**src/rtl/hilo_pkg.sv**
```systemverilog
// Shared definitions for the execute-stage HI/LO multiply unit: ALUCtl codes,
// FSM state encoding and small decode helpers.
package hilo_pkg;

  // ALUCtl operation codes handled (or explicitly ignored) by the HI/LO unit
  localparam logic [4:0] ALU_MULT  = 5'b00101;
  localparam logic [4:0] ALU_MULTU = 5'b01110;
  localparam logic [4:0] ALU_MADD  = 5'b01100;
  localparam logic [4:0] ALU_MSUB  = 5'b01101;
  localparam logic [4:0] ALU_MTHI  = 5'b10001;
  localparam logic [4:0] ALU_MTLO  = 5'b10011;
  localparam logic [4:0] ALU_MFHI  = 5'b10000;
  localparam logic [4:0] ALU_MFLO  = 5'b10010;
  // Three-operand mul writes the GPR file only; never touches HI/LO
  localparam logic [4:0] ALU_MUL   = 5'b11000;

  typedef enum logic [1:0] {
    StIdle   = 2'd0,
    StMul    = 2'd1,
    StCommit = 2'd2
  } state_e;

  // Multiply family: starts an iterative operation
  function automatic logic is_mul_op(input logic [4:0] code);
    return (code == ALU_MULT) || (code == ALU_MULTU) ||
           (code == ALU_MADD) || (code == ALU_MSUB);
  endfunction

  // Any op that reads or writes HI/LO and therefore must wait for a busy unit
  function automatic logic is_hilo_op(input logic [4:0] code);
    return is_mul_op(code) ||
           (code == ALU_MTHI) || (code == ALU_MTLO) ||
           (code == ALU_MFHI) || (code == ALU_MFLO);
  endfunction

endpackage

```
**src/rtl/mul_iter_core.sv**
```systemverilog
// Unsigned iterative shift-add multiplier. Loaded by start, advanced one
// iteration per cycle while step is high; done flags the final iteration.
module mul_iter_core
  import hilo_pkg::*;
#(
  parameter int unsigned DATA_W         = 32,
  parameter int unsigned BITS_PER_CYCLE = 1
) (
  input  logic                  clk,
  input  logic                  rst,
  input  logic                  start,
  input  logic                  step,
  input  logic [DATA_W-1:0]     mcand,
  input  logic [DATA_W-1:0]     mplier,
  output logic [2*DATA_W-1:0]   prod,
  output logic                  done
);

  localparam int unsigned Steps = DATA_W / BITS_PER_CYCLE;
  localparam int unsigned CntW  = $clog2(Steps + 1);

  logic [2*DATA_W-1:0] mcand_q, mcand_d;
  logic [2*DATA_W-1:0] prod_q, prod_d;
  logic [2*DATA_W-1:0] partial;
  logic [DATA_W-1:0]   mplier_q, mplier_d;
  logic [CntW-1:0]     count_q, count_d;

  // Next-state: load on start, otherwise retire BITS_PER_CYCLE multiplier bits per step
  always_comb begin
    mcand_d  = mcand_q;
    mplier_d = mplier_q;
    prod_d   = prod_q;
    count_d  = count_q;
    partial  = prod_q;
    for (int k = 0; k < int'(BITS_PER_CYCLE); k++) begin
      if (mplier_q[k]) begin
        partial = partial + (mcand_q << k);
      end
    end
    if (start) begin
      mcand_d  = {{DATA_W{1'b0}}, mcand};
      mplier_d = mplier;
      prod_d   = '0;
      count_d  = '0;
    end else if (step) begin
      prod_d   = partial;
      mcand_d  = mcand_q << BITS_PER_CYCLE;
      mplier_d = mplier_q >> BITS_PER_CYCLE;
      count_d  = count_q + 1'b1;
    end
  end

  // Datapath registers
  always_ff @(posedge clk or posedge rst) begin
    if (rst) begin
      mcand_q  <= '0;
      mplier_q <= '0;
      prod_q   <= '0;
      count_q  <= '0;
    end else begin
      mcand_q  <= mcand_d;
      mplier_q <= mplier_d;
      prod_q   <= prod_d;
      count_q  <= count_d;
    end
  end

  assign prod = prod_q;
  // High during the step whose edge retires the last multiplier bits
  assign done = step && (count_q == CntW'(Steps - 1));

endmodule

```
**src/rtl/hilo_mul_unit.sv**
```systemverilog
// Execute-stage HI/LO unit: multiply family on an iterative engine, HI/LO
// registers, mthi/mtlo/mfhi/mflo and the stall request to the hazard unit.
module hilo_mul_unit
  import hilo_pkg::*;
#(
  parameter int unsigned DATA_W         = 32,
  parameter int unsigned BITS_PER_CYCLE = 1
) (
  input  logic              Clk,
  input  logic              Reset,
  input  logic              Enable,
  input  logic [4:0]        ALUCtl,
  input  logic              HiLoWrite,
  input  logic              Cancel,
  input  logic [DATA_W-1:0] A,
  input  logic [DATA_W-1:0] B,
  output logic [DATA_W-1:0] HiLoOut,
  output logic              Busy,
  output logic              Stall
);

  state_e              state_q, state_d;
  logic                sign_q, sign_d;
  logic [4:0]          op_q, op_d;
  logic [DATA_W-1:0]   hi_q, hi_d;
  logic [DATA_W-1:0]   lo_q, lo_d;

  logic                accept;
  logic                signed_op;
  logic [DATA_W-1:0]   a_mag, b_mag;
  logic                core_step, core_done;
  logic [2*DATA_W-1:0] core_prod;
  logic [2*DATA_W-1:0] prod_signed;
  logic [2*DATA_W-1:0] commit_val;
  logic                idle_write;

  assign accept     = (state_q == StIdle) && Enable && HiLoWrite && is_mul_op(ALUCtl) && !Cancel;
  assign idle_write = (state_q == StIdle) && Enable && HiLoWrite && !Cancel;
  assign signed_op  = (ALUCtl != ALU_MULTU);

  // Engine works on magnitudes; the sign is reapplied at commit
  assign a_mag = (signed_op && A[DATA_W-1]) ? -A : A;
  assign b_mag = (signed_op && B[DATA_W-1]) ? -B : B;

  assign core_step = (state_q == StMul) && !Cancel;

  mul_iter_core #(
    .DATA_W         (DATA_W),
    .BITS_PER_CYCLE (BITS_PER_CYCLE)
  ) u_core (
    .clk    (Clk),
    .rst    (Reset),
    .start  (accept),
    .step   (core_step),
    .mcand  (a_mag),
    .mplier (b_mag),
    .prod   (core_prod),
    .done   (core_done)
  );

  // Signed product and accumulate/subtract against current {HI,LO}, modulo 2^(2*DATA_W)
  always_comb begin
    prod_signed = sign_q ? (~core_prod + 1'b1) : core_prod;
    unique case (op_q)
      ALU_MADD: commit_val = {hi_q, lo_q} + prod_signed;
      ALU_MSUB: commit_val = {hi_q, lo_q} - prod_signed;
      default:  commit_val = prod_signed;
    endcase
  end

  // FSM next state: Cancel returns to idle from any busy state, beating commit
  always_comb begin
    state_d = state_q;
    sign_d  = sign_q;
    op_d    = op_q;
    unique case (state_q)
      StIdle: begin
        if (accept) begin
          state_d = StMul;
          sign_d  = signed_op && (A[DATA_W-1] ^ B[DATA_W-1]);
          op_d    = ALUCtl;
        end
      end
      StMul: begin
        if (Cancel) begin
          state_d = StIdle;
        end else if (core_done) begin
          state_d = StCommit;
        end
      end
      StCommit: begin
        state_d = StIdle;
      end
      default: begin
        state_d = StIdle;
      end
    endcase
  end

  // HI/LO next state: multiply commit or mthi/mtlo while idle
  always_comb begin
    hi_d = hi_q;
    lo_d = lo_q;
    if ((state_q == StCommit) && !Cancel) begin
      hi_d = commit_val[2*DATA_W-1:DATA_W];
      lo_d = commit_val[DATA_W-1:0];
    end else if (idle_write) begin
      if (ALUCtl == ALU_MTHI) hi_d = A;
      if (ALUCtl == ALU_MTLO) lo_d = A;
    end
  end

  // State and architectural registers; reset aborts any operation and clears HI/LO
  always_ff @(posedge Clk or posedge Reset) begin
    if (Reset) begin
      state_q <= StIdle;
      sign_q  <= 1'b0;
      op_q    <= '0;
      hi_q    <= '0;
      lo_q    <= '0;
    end else begin
      state_q <= state_d;
      sign_q  <= sign_d;
      op_q    <= op_d;
      hi_q    <= hi_d;
      lo_q    <= lo_d;
    end
  end

  // Outputs: reads come straight from the registers, no bypass of a same-cycle write
  always_comb begin
    Busy  = (state_q != StIdle);
    Stall = Busy && Enable && is_hilo_op(ALUCtl);
    unique case (ALUCtl)
      ALU_MFHI: HiLoOut = hi_q;
      ALU_MFLO: HiLoOut = lo_q;
      default:  HiLoOut = '0;
    endcase
  end

endmodule

```
**config.mk**
```make
export PLATFORM = sky130hd
export DESIGN_NAME = hilo_mul_unit
export DESIGN_NICKNAME = d
export VERILOG_FILES = /design/src/rtl/hilo_pkg.sv /design/src/rtl/mul_iter_core.sv /design/src/rtl/hilo_mul_unit.sv
export SDC_FILE = /design/constraint.sdc
export NUM_CORES = 1
export LEC_CHECK = 0
export BUFFER_PORTS_ARGS = -buffer_cell sky130_fd_sc_hd__buf_4
export CELL_PAD_IN_SITES_DETAIL_PLACEMENT = 1
export CELL_PAD_IN_SITES_GLOBAL_PLACEMENT = 1
export CORE_MARGIN = 10
export CORE_UTILIZATION = 48
export DETAILED_ROUTE_END_ITERATION = 10
export MAX_ROUTING_LAYER = met4
export PLACE_DENSITY_LB_ADDON = 0.1
export RECOVER_POWER = 100
export SKIP_LAST_GASP = 1
export SLEW_MARGIN = 40
export SYNTH_ARGS = -nofsm -noshare
export SYNTH_HDL_FRONTEND = slang
export SYNTH_SLANG_ARGS = --single-unit
```
**constraint.sdc**
```tcl
create_clock -name Clk -period 8.38 [get_ports Clk]
set_clock_uncertainty 0.2 [all_clocks]
set_input_delay 0.838 -clock Clk [delete_from_list [all_inputs] [get_ports Clk]]
set_output_delay 0.838 -clock Clk [all_outputs]
set_load 0.02 [all_outputs]
```
==> summary.txt <==
Synth
  • Flops & latches, synth: 238
  • Warnings from Yosys: 0
  • Leading area contributor after synthesis: dfrtp_1
  • Synth Flop Type: dfrtp_1
  • Synth Area per Inst: between 7 and 8 um2
  • Synth area leaders: dfrtp_1 (27%), ha_1 (7.4%), nand2_1 (6.2%)
  • Post-synth EDFFs: 0
  • Post-Syn Nets: 3006
  • Cells after Synth: ~2.8k
  • Yosys top cell area share: between 20 and 30%
  • Post-Syn Area: about 0.022 mm2
  • Async SR Flop Fraction: 100%
  • Unique masters post-synth: 91
  • Seq/Total Area, Yosys: 26.9%

Detailed routing
  • Final WL: between 80 and 90 mm
  • Post-DR wirelength/cell: around 25 um
  • Number of remaining DRC errors: 0
  • Routed via count: about 22k
  • Post-route ant nets: 0
  • Pre-Repair DR Iteration Count: 5
  • Via density per instance: around 6.5
  • Iteration-0 DRC Markers: between 1.5k and 2k

Final layout
  • Nets@finish: about 3k
  • Commonest non-fill, non-tap cell in the layout: nand2_1
  • Most frequent cells in the layout: nand2_1 (365), dfrtp_1 (237), o21ai_0 (221)
  • Share of layout cells above drive strength 1: 7.61%
  • Layout overhead on the synthesized area: 9.22%

STA
  • Min Hold Slack: ~0.26 ns
  • Final min period: 7.98 ns
  • Worst slew margin: -300%
  • Final TNS setup: 0 ns
  • RSZ-0062 raised after global routing: false
  • Max Transition Viols Final: 612
  • Hold Vio Cnt, Final: 0
  • Worst slew pin tran: 5.96 ns
  • Final setup fails: 0
  • Final period utilization: between 90% and 100%
  • Fmax: between 0.1 and 0.15 GHz

Clock network
  • CTS Buf Count: 30
  • Clk pin slew, worst setup/hold paths: about 0.060 ns
  • Later-pin clock latency in the skew report: 0.60 ns
  • CTS Buffer Depth: 3
  • H-tree depth: 1
  • CTS tree: done
  • CTS Sinks: roughly 240
  • Root Buffer: clkbuf_16

Power and ir drop
  • Static Leak: between 0.01 and 0.015 uW
  • Tot Pwr: 6460 uW
  • Peak supply drop: ~0.17 mV
  • Pwr Density: between 200 and 300 mW/mm2

Place
  • # port buffers: about 110
  • Final Wtd Congestion: 1.02
  • Hpwl dp: ~65 mm

Worst setup path
  • Nature of the critical path endpoint: flop
  • WP data required: just under 9 ns
  • CP Launch Type: flop
  • CP Class: flop to flop
  • Crit Path Max Fanout: 11
  • Crit path DAT: 8.28 ns

GRT
  • First-pass GRT wire length: around 130 mm
  • Total track usage: between 30% and 40%
  • Gr ovfl total: 0
  • Largest net degree at the start of global routing: between 100 and 150
  • Vias in the first global route: between 20k and 25k
  • Initial antenna violation count: 1

Floorplan
  • Die Width: roughly 230 um
  • Io pins: around 110
  • Initial core utilization: between 40% and 50%
  • Cell row count: 78
  • Core ar.: 0.0455 mm2
  • Height of the die: between 200 and 250 um
  • Die area: between 0.05 and 0.06 mm2

Min path
  • Hold WC Path Type: input port to flop

Run
  • Max-Cap Viols: 9

Run status
  • Failing checks: capacitance limit, slew limit
  • Status: finished, violations left
-- metal layers --
layer  vias up  GRT usage (%)  routed length (um)
li1      10200              -                   -
met1     11000           36.2               35600
met2       633           50.7               41100
met3       225           3.11                3750
met4         0           16.4                5400
met5         -              -                   0
-- synthesized netlist by cell type (57+ instances only) --
cell / instances
xnor2_1: 151
dfrtp_1: 238
o21ai_0: 219
a21o_1: 75
xor2_1: 153
nor2_1: 185
nand3_1: 103
ha_1: 131
a31oi_1: 102
a21oi_1: 217
mux2i_1: 57
clkbuf_1: 140
nand2_1: 367
-- flip-flops by register name, indices dropped and copies added (netlist names) --
| signal | count |
|---|---|
| u_core.mplier_q | 32 |
| hi_q | 32 |
| lo_q | 32 |
| state_q | 2 |
| op_q | 5 |
| u_core.prod | 64 |
| u_core.mcand_q | 64 |
| sign_q | 1 |
| u_core.count_q | 6 |
-- path summary, 6_finish.rpt --
| kind | endpoint | cells past startpoint | slack [ns] | from |
|---|---|---|---|---|
| worst max-delay path | hi_q[29] | 24 | 0.40 | u_core.prod[0] |
| worst min-delay path | op_q[3] | 3 | 0.26 | ALUCtl[3] |
| worst max register to register | hi_q[29] | 24 | 0.40 | u_core.prod[0] |
| worst min register to register | op_q[0] | 2 | 0.30 | op_q[0] |
| max in group asynchronous | hi_q[20] | 3 | 1.39 | Reset |
| min in group asynchronous | u_core.count_q[2] | 2 | 1.90 | Reset |
-- area by class of cell --
cell class / instances / area [um2]
clock inverter: 14 / 138
sequential: 238 / 5960
inverter: 55 / 208
multi-input combinational: 2344 / 15400
antenna: 1 / 2.50
clock buffer: 40 / 848
tap: 600 / 751
timing repair buffer: 134 / 872
fill: 5649 / 21300
-- power by group --
part,switching [uW],internal [uW]
registers,169,1310
clock network,569,768
logic,2340,1300
-- worst max-delay path, stage by stage, from the launching register on --
cell and delay, ns:
dfrtp_1 0.46, inv_1 0.15, ha_1 0.26, or4b_1 0.65, nor2_4 0.32, nand4_1 0.47, nor4_1 0.39, o31ai_1 0.23
a2111oi_1 0.55, nand2_1 0.23, nor2_1 0.38, a21oi_1 0.15, xor2_1 0.19, ha_1 0.40, nand2_1 0.10, or4b_2 0.67
or2_2 0.31, a221oi_1 0.45, o21ai_0 0.17, nand2b_1 0.10, a21o_1 0.15, a31oi_1 0.18, o31ai_1 0.35, xnor2_1 0.11
a221oi_1 0.24
-- stage by stage --
| step | instance area [um2] | worst slack, ns | utilization (%) | instances |
|---|---|---|---|---|
| final | 24200 | 0.399 | 53.2 | 3426 |
| after global routing | 24200 | 0.00440 | 53.2 | 3426 |
| after CTS | 24400 | 0.393 | 53.6 | 3423 |
| after detailed placement | 23400 | 0.421 | 51.4 | 3369 |
| after global placement | 23300 | 0.690 | 51.3 | 3369 |
| after floorplan | 22100 | 0.811 | - | 2799 |
-- logic make-up (layout without fill, tap and decap cells) --
| logic type | Yosys count | in the layout | synth area share [%] |
|---|---|---|---|
| and+or+nand+nor | 930 | 930 | 20.3 |
| DFF | 238 | 238 | 26.9 |
| xor gates and xnor gates | 305 | 305 | 12.2 |
| other | 0 | 1 | 0 |
| AOI/OAI and AO/OA | 911 | 911 | 26.3 |
| muxes | 65 | 65 | 2.98 |
| adders and majority gates | 133 | 133 | 7.59 |
| buffers and inverters | 217 | 243 | 3.79 |
-- timing repair --
| action | CTS | global route |
|---|---|---|
| setup buffers | 0 | 1 |
| setup endpoints to repair | 0 | 4 |
| gates resized for setup | 0 | 1 |
| hold buffers | 0 | 0 |
(Power assumes the default switching activity.)
